===== src/rtl/cluster_pwr_iso_seq.sv =====
// Power-domain sequencer for a switchable cluster: orders switch enable, domain reset and
// isolation clamp, and clamps the outgoing data bus while the domain is isolated.
module cluster_pwr_iso_seq #(
    parameter int unsigned       WIDTH       = 32,
    parameter logic [WIDTH-1:0]  CLAMP_VAL   = '0,
    parameter int unsigned       ISO_CYC     = 4,
    parameter int unsigned       RST_CYC     = 8,
    parameter int unsigned       ACK_TIMEOUT = 255,
    parameter bit                BOOT_ON     = 1'b0
) (
    input  logic             clk_i,
    input  logic             rst_i,
    input  logic             pwr_down_req_i,
    input  logic             pwr_up_req_i,
    output logic             pwr_sw_en_o,
    input  logic             pwr_sw_ack_i,
    output logic             rst_dom_o,
    output logic             iso_o,
    input  logic [WIDTH-1:0] data_i,
    output logic [WIDTH-1:0] data_o,
    output logic             on_o,
    output logic             busy_o,
    output logic             err_o
);

    localparam int unsigned MAX_DWELL = (ISO_CYC > RST_CYC) ? ISO_CYC : RST_CYC;
    localparam int unsigned MAX_CYC   = (MAX_DWELL > ACK_TIMEOUT) ? MAX_DWELL : ACK_TIMEOUT;
    localparam int unsigned CNT_W     = $clog2(MAX_CYC + 1);

    localparam logic [CNT_W-1:0] ISO_LD = CNT_W'(ISO_CYC - 1);
    localparam logic [CNT_W-1:0] RST_LD = CNT_W'(RST_CYC - 1);
    localparam logic [CNT_W-1:0] ACK_LD = CNT_W'(ACK_TIMEOUT - 1);

    typedef enum logic [2:0] {
        ST_OFF      = 3'd0,
        ST_SW_ON    = 3'd1,
        ST_RST_HOLD = 3'd2,
        ST_REL_ISO  = 3'd3,
        ST_ON       = 3'd4,
        ST_ISO_SET  = 3'd5,
        ST_SW_OFF   = 3'd6
    } state_e;

    state_e           state_q, state_d;
    logic [CNT_W-1:0] cnt_q, cnt_d;
    logic             boot_q, boot_d;
    logic             sw_en_q, sw_en_d;
    logic             rst_dom_q, rst_dom_d;
    logic             iso_q, iso_d;
    logic             on_q, on_d;
    logic             busy_q, busy_d;
    logic             err_q, err_d;
    logic             cnt_zero;

    // Counter preload so that a state is occupied for exactly N cycles (expires at 0).
    function automatic logic [CNT_W-1:0] load_val(input state_e s);
        logic [CNT_W-1:0] v;
        v = '0;
        case (s)
            ST_SW_ON, ST_SW_OFF:    v = ACK_LD;
            ST_RST_HOLD:            v = RST_LD;
            ST_REL_ISO, ST_ISO_SET: v = ISO_LD;
            default:                v = '0;
        endcase
        return v;
    endfunction

    assign cnt_zero = (cnt_q == '0);

    always_comb begin
        state_d = state_q;
        err_d   = err_q;
        boot_d  = 1'b0;
        case (state_q)
            ST_OFF: begin
                if (boot_q || pwr_up_req_i) begin
                    state_d = ST_SW_ON;
                    err_d   = 1'b0;
                end
            end
            ST_SW_ON: begin
                // An ack landing on the expiry cycle takes priority over the error.
                if (pwr_sw_ack_i) begin
                    state_d = ST_RST_HOLD;
                end else if (cnt_zero) begin
                    err_d = 1'b1;
                end
            end
            ST_RST_HOLD: begin
                if (cnt_zero) begin
                    state_d = ST_REL_ISO;
                end
            end
            ST_REL_ISO: begin
                if (cnt_zero) begin
                    state_d = ST_ON;
                end
            end
            ST_ON: begin
                if (pwr_down_req_i) begin
                    state_d = ST_ISO_SET;
                    err_d   = 1'b0;
                end
            end
            ST_ISO_SET: begin
                if (cnt_zero) begin
                    state_d = ST_SW_OFF;
                end
            end
            ST_SW_OFF: begin
                if (!pwr_sw_ack_i) begin
                    state_d = ST_OFF;
                end else if (cnt_zero) begin
                    err_d = 1'b1;
                end
            end
            default: state_d = ST_OFF;
        endcase
    end

    always_comb begin
        cnt_d = cnt_q;
        if (state_d != state_q) begin
            cnt_d = load_val(state_d);
        end else if (!cnt_zero) begin
            cnt_d = cnt_q - 1'b1;
        end
    end

    // Outputs are decoded from the next state so they change on the same edge as the state.
    always_comb begin
        sw_en_d   = 1'b1;
        rst_dom_d = 1'b1;
        iso_d     = 1'b1;
        case (state_d)
            ST_OFF, ST_SW_OFF: sw_en_d = 1'b0;
            ST_REL_ISO:        rst_dom_d = 1'b0;
            ST_ON: begin
                rst_dom_d = 1'b0;
                iso_d     = 1'b0;
            end
            default: begin
                sw_en_d   = 1'b1;
                rst_dom_d = 1'b1;
                iso_d     = 1'b1;
            end
        endcase
        on_d   = (state_d == ST_ON);
        busy_d = (state_d != ST_ON) && (state_d != ST_OFF);
    end

    always_ff @(posedge clk_i) begin
        if (rst_i) begin
            state_q   <= ST_OFF;
            cnt_q     <= '0;
            boot_q    <= BOOT_ON;
            sw_en_q   <= 1'b0;
            rst_dom_q <= 1'b1;
            iso_q     <= 1'b1;
            on_q      <= 1'b0;
            busy_q    <= 1'b0;
            err_q     <= 1'b0;
        end else begin
            state_q   <= state_d;
            cnt_q     <= cnt_d;
            boot_q    <= boot_d;
            sw_en_q   <= sw_en_d;
            rst_dom_q <= rst_dom_d;
            iso_q     <= iso_d;
            on_q      <= on_d;
            busy_q    <= busy_d;
            err_q     <= err_d;
        end
    end

    assign pwr_sw_en_o = sw_en_q;
    assign rst_dom_o   = rst_dom_q;
    assign iso_o       = iso_q;
    assign on_o        = on_q;
    assign busy_o      = busy_q;
    assign err_o       = err_q;
    assign data_o      = iso_q ? CLAMP_VAL : data_i;

endmodule

===== config.mk =====
export PLATFORM = sky130hd
export DESIGN_NAME = cluster_pwr_iso_seq
export DESIGN_NICKNAME = d
export VERILOG_FILES = /design/src/rtl/cluster_pwr_iso_seq.sv
export SDC_FILE = /design/constraint.sdc
export NUM_CORES = 1
export LEC_CHECK = 0
export ABC_CLOCK_PERIOD_IN_PS = 2000
export CAP_MARGIN = 20
export CORE_MARGIN = 1.5
export CORE_UTILIZATION = 33
export DETAILED_ROUTE_END_ITERATION = 8
export PLACE_DENSITY = 0.73
export RECOVER_POWER = 50
export SYNTH_ARGS = -nofsm -noshare
export SYNTH_HDL_FRONTEND = slang
export SYNTH_SLANG_ARGS = --single-unit

===== constraint.sdc =====
create_clock -name clk_i -period 2 [get_ports clk_i]
set_clock_uncertainty 0.1 [all_clocks]
set_input_delay 0.2 -clock clk_i [delete_from_list [all_inputs] [get_ports clk_i]]
set_output_delay 0.2 -clock clk_i [all_outputs]
set_load 0.02 [all_outputs]

==> impl_metrics.py <==
metrics = {
    "floorplanning": {
        "floorplan.die_area_um2": 4086,
        "row_count": 21,
        "num_io_pins": 75,
        "die_x_um": 63.93,
        "initial_core_utilization": 0.3559,
        "core_region_area_um2": 3442,
        "die_height_um": 63.93,
    },
    "routing": {
        "detail_route.wl_per_cell_um": 13.68,
        "final_antenna_net_count": 0,
        "routed_via_density": 4.719,
        "routed_wl_um": 4037,
        "violation_count_after_the_first_detailed_route_iteration": 33,
        "drc_errors_left": 0,
        "first_pass_iters": 4,
        "detailroute.via_count": 1392,
    },
    "synthesis": {
        "synth_top_cells_by_count": "nor2b_1 (35), dfxtp_1 (17), nand2_1 (16)",
        "synthArstFlopShare": 0,
        "netlist.area_leader.share": 0.2778,
        "synthDistinctLibCells": 41,
        "synth-edff-count": 0,
        "ys_seq_elements": 17,
        "post_syn_instances": 159,
        "yosys_most_used_dff": "dfxtp_1",
        "synth-seq-area-share": 0.2778,
        "syn-num-nets": 197,
        "post-synth-top-count-cell": "nor2b_1",
        "synth.cell_area_um2": 1225,
        "post_synth_main_area_contributors": "dfxtp_1 (28%), nor2b_1 (18%), a21oi_1 (5.3%), nand2_1 (4.9%), nor2_1 (3.4%)",
        "synth.yosys.warnings": 0,
        "syn_area_per_cell_um2": 7.704,
        "yosys.area.top_type": "dfxtp_1",
    },
    "hold_path": {
        "hp-class": "flip-flop to flip-flop",
    },
    "critical_path": {
        "endpoint_kind": "flip-flop",
        "cp_data_arrival_time_ps": 2060,
        "worst-setup-path-type": "flip-flop to flip-flop",
        "critical_path.max_fanout": 5,
        "cp_data_required_time_ps": 2090,
        "critPathLaunchType": "flip-flop",
    },
    "sta": {
        "slew_violations": 0,
        "final.period_utilization": 0.9823,
        "timing.slew.headroom": 0.7142,
        "tightestPinTransition_ps": 425.5,
        "timing.hold.ws_ps": 420.3,
        "setup-tns-final_ps": 0,
        "final_period_minus_worst_setup_slack_ps": 1965,
        "clock.fmax_ghz": 0.5090,
        "timing.final.setup_violations": 0,
        "final_hold_viol_count": 0,
    },
    "cells_and_area": {
        "syn2layout_area_growth_pct": 79.67,
        "final_nets": 288,
        "layout-drive-gt1-share": 0.1245,
        "fin_cells": 295,
        "count_of_antenna_diodes_in_the_layout": 0,
        "fillCellCount": 302,
    },
    "global_route": {
        "all_layer_gr_usage": 0.1979,
        "grtUsageMet3": 0.04577,
        "met1_usage": 0.2489,
        "grt_first_pass_wirelength_um": 6430,
        "antenna_violations_before_repair": 0,
        "maximum_number_of_pins_on_one_net_before_global_route_repair": 34,
        "globalRouteOverflowTotal": 0,
        "grt.met2_usage": 0.3385,
        "gr_busiest_metal": "met2",
        "grt_pass1_vias": 1240,
    },
    "flow_run": {
        "cap_violations": 0,
    },
    "placed_design": {
        "dp.cells": 290,
        "post-dp-hpwl_um": 3216,
        "io_buffers": 74,
        "place_congestion": 0.7809,
    },
    "clock_tree": {
        "path_clk_slew_ps": 70,
        "cts.sink_count": 17,
        "cts.root.buffer_cell": "clkbuf_8",
        "cts_tree": "yes",
        "numCtsBuffers": 3,
        "largest_buffer_count_on_any_clock_path": 2,
        "clock_tree.htree_level_count": 1,
        "worstSkewPairLatency_ps": 250,
    },
    "pwr": {
        "power_density_nw_per_um2": 553.2,
        "leakagePower_uw": 0.0009014,
        "max-vdd-ir-drop_mv": 0.6893,
    },
    "outcome": {
        "outcome": "finished clean",
    },
}
==> power breakdown <==
group	internal [uW]	switching, uW
Clock	138	113
Sequential	388	34.4
Combinational	292	251
Total	819	399
==> final cells by class <==
cell class | instances | area, um^2 | share of cell area
inverter | 7 | 26.28 | 0.01194
sequential | 17 | 342.8 | 0.1558
clock inverter | 1 | 5.005 | 0.002274
multi-input combinational | 125 | 813.3 | 0.3695
tap | 46 | 57.56 | 0.02615
clock buffer | 3 | 41.29 | 0.01876
timing repair buffer | 96 | 914.6 | 0.4156
==> metal layers <==
| layer | vias up | wire length (um) |
|---|---|---|
| met3 | 6 | 210 |
| met4 | 0 | 46 |
| met2 | 42 | 2024 |
| met1 | 621 | 1754 |
| met5 | - | 0 |
| li1 | 723 | - |
==> registers in the layout (all words and copies together), names as in the netlist <==
| name | count |
|---|---|
| iso_o | 1 |
| pwr_sw_en_o | 1 |
| rst_dom_o | 1 |
| on_o | 1 |
| state_q | 3 |
| busy_o | 1 |
| cnt_q | 8 |
| err_o | 1 |
==> layout by cell type (no fill, tap or decap), types with 4 or more instances in the layout <==
master,instances
xor2_1,4
clkdlybuf4s50_1,52
nand2_1,16
nor2b_1,35
buf_4,18
nor2_1,11
dfxtp_1,15
a21oi_1,13
xnor2_1,4
inv_1,7
o21ai_0,5
dlygate4sd3_1,22
==> critical path: stages (launching register included) <==
cell      delay, ps
dfxtp_2         350
or4b_4          530
o311a_4         160
a221oi_4        350
buf_4           170
buf_4            90
a22oi_1          50
nor2_1          100
==> repair_timing <==
| item | 4_1_cts | 5_1_grt |
|---|---|---|
| gates resized for setup | 0 | 4 |
| hold buffers | 0 | 0 |
| setup buffers | 0 | 1 |
| endpoints found under the setup margin | 0 | 8 |
==> cell families after synthesis <==
group / share of synthesized area
adder cells (fa/ha/maj): 0.01021
buffers and inverters: 0.05924
AND/OR/NAND/NOR: 0.3432
XOR/XNOR: 0.05720
multiplexers: 0.02043
AO/OA/AOI/OAI: 0.2319
flip-flops: 0.2778
==> path summary, 6_finish.rpt <==
check / start / endpoint / slack, ps / depth (start not counted)
setup / recovery: state_q[2]$_SDFF_PP0_ / cnt_q[2]$_SDFFE_PP0P_ / 40 / 7
hold / removal: err_o$_SDFFE_PP0P_ / err_o$_SDFFE_PP0P_ / 420 / 2
setup reg to reg: state_q[2]$_SDFF_PP0_ / cnt_q[2]$_SDFFE_PP0P_ / 40 / 7
hold reg to reg: err_o$_SDFFE_PP0P_ / err_o$_SDFFE_PP0P_ / 420 / 2
==> through the flow <==
step / cell area (um^2) / worst slack [ps] / utilization / power [uW]
finish: 2201 / 35.43 / 0.6394 / 1218
global route: 2201 / -16.20 / 0.6394 / 1297
global placement: 2147 / -122.2 / 0.6238 / 952.3
CTS: 2193 / 8.936 / 0.6372 / 1228
floorplan: 1225 / 7.270 / - / 736.0
detailed placement: 2147 / -165.1 / 0.6238 / 963.2
(Power assumes the default switching activity.)
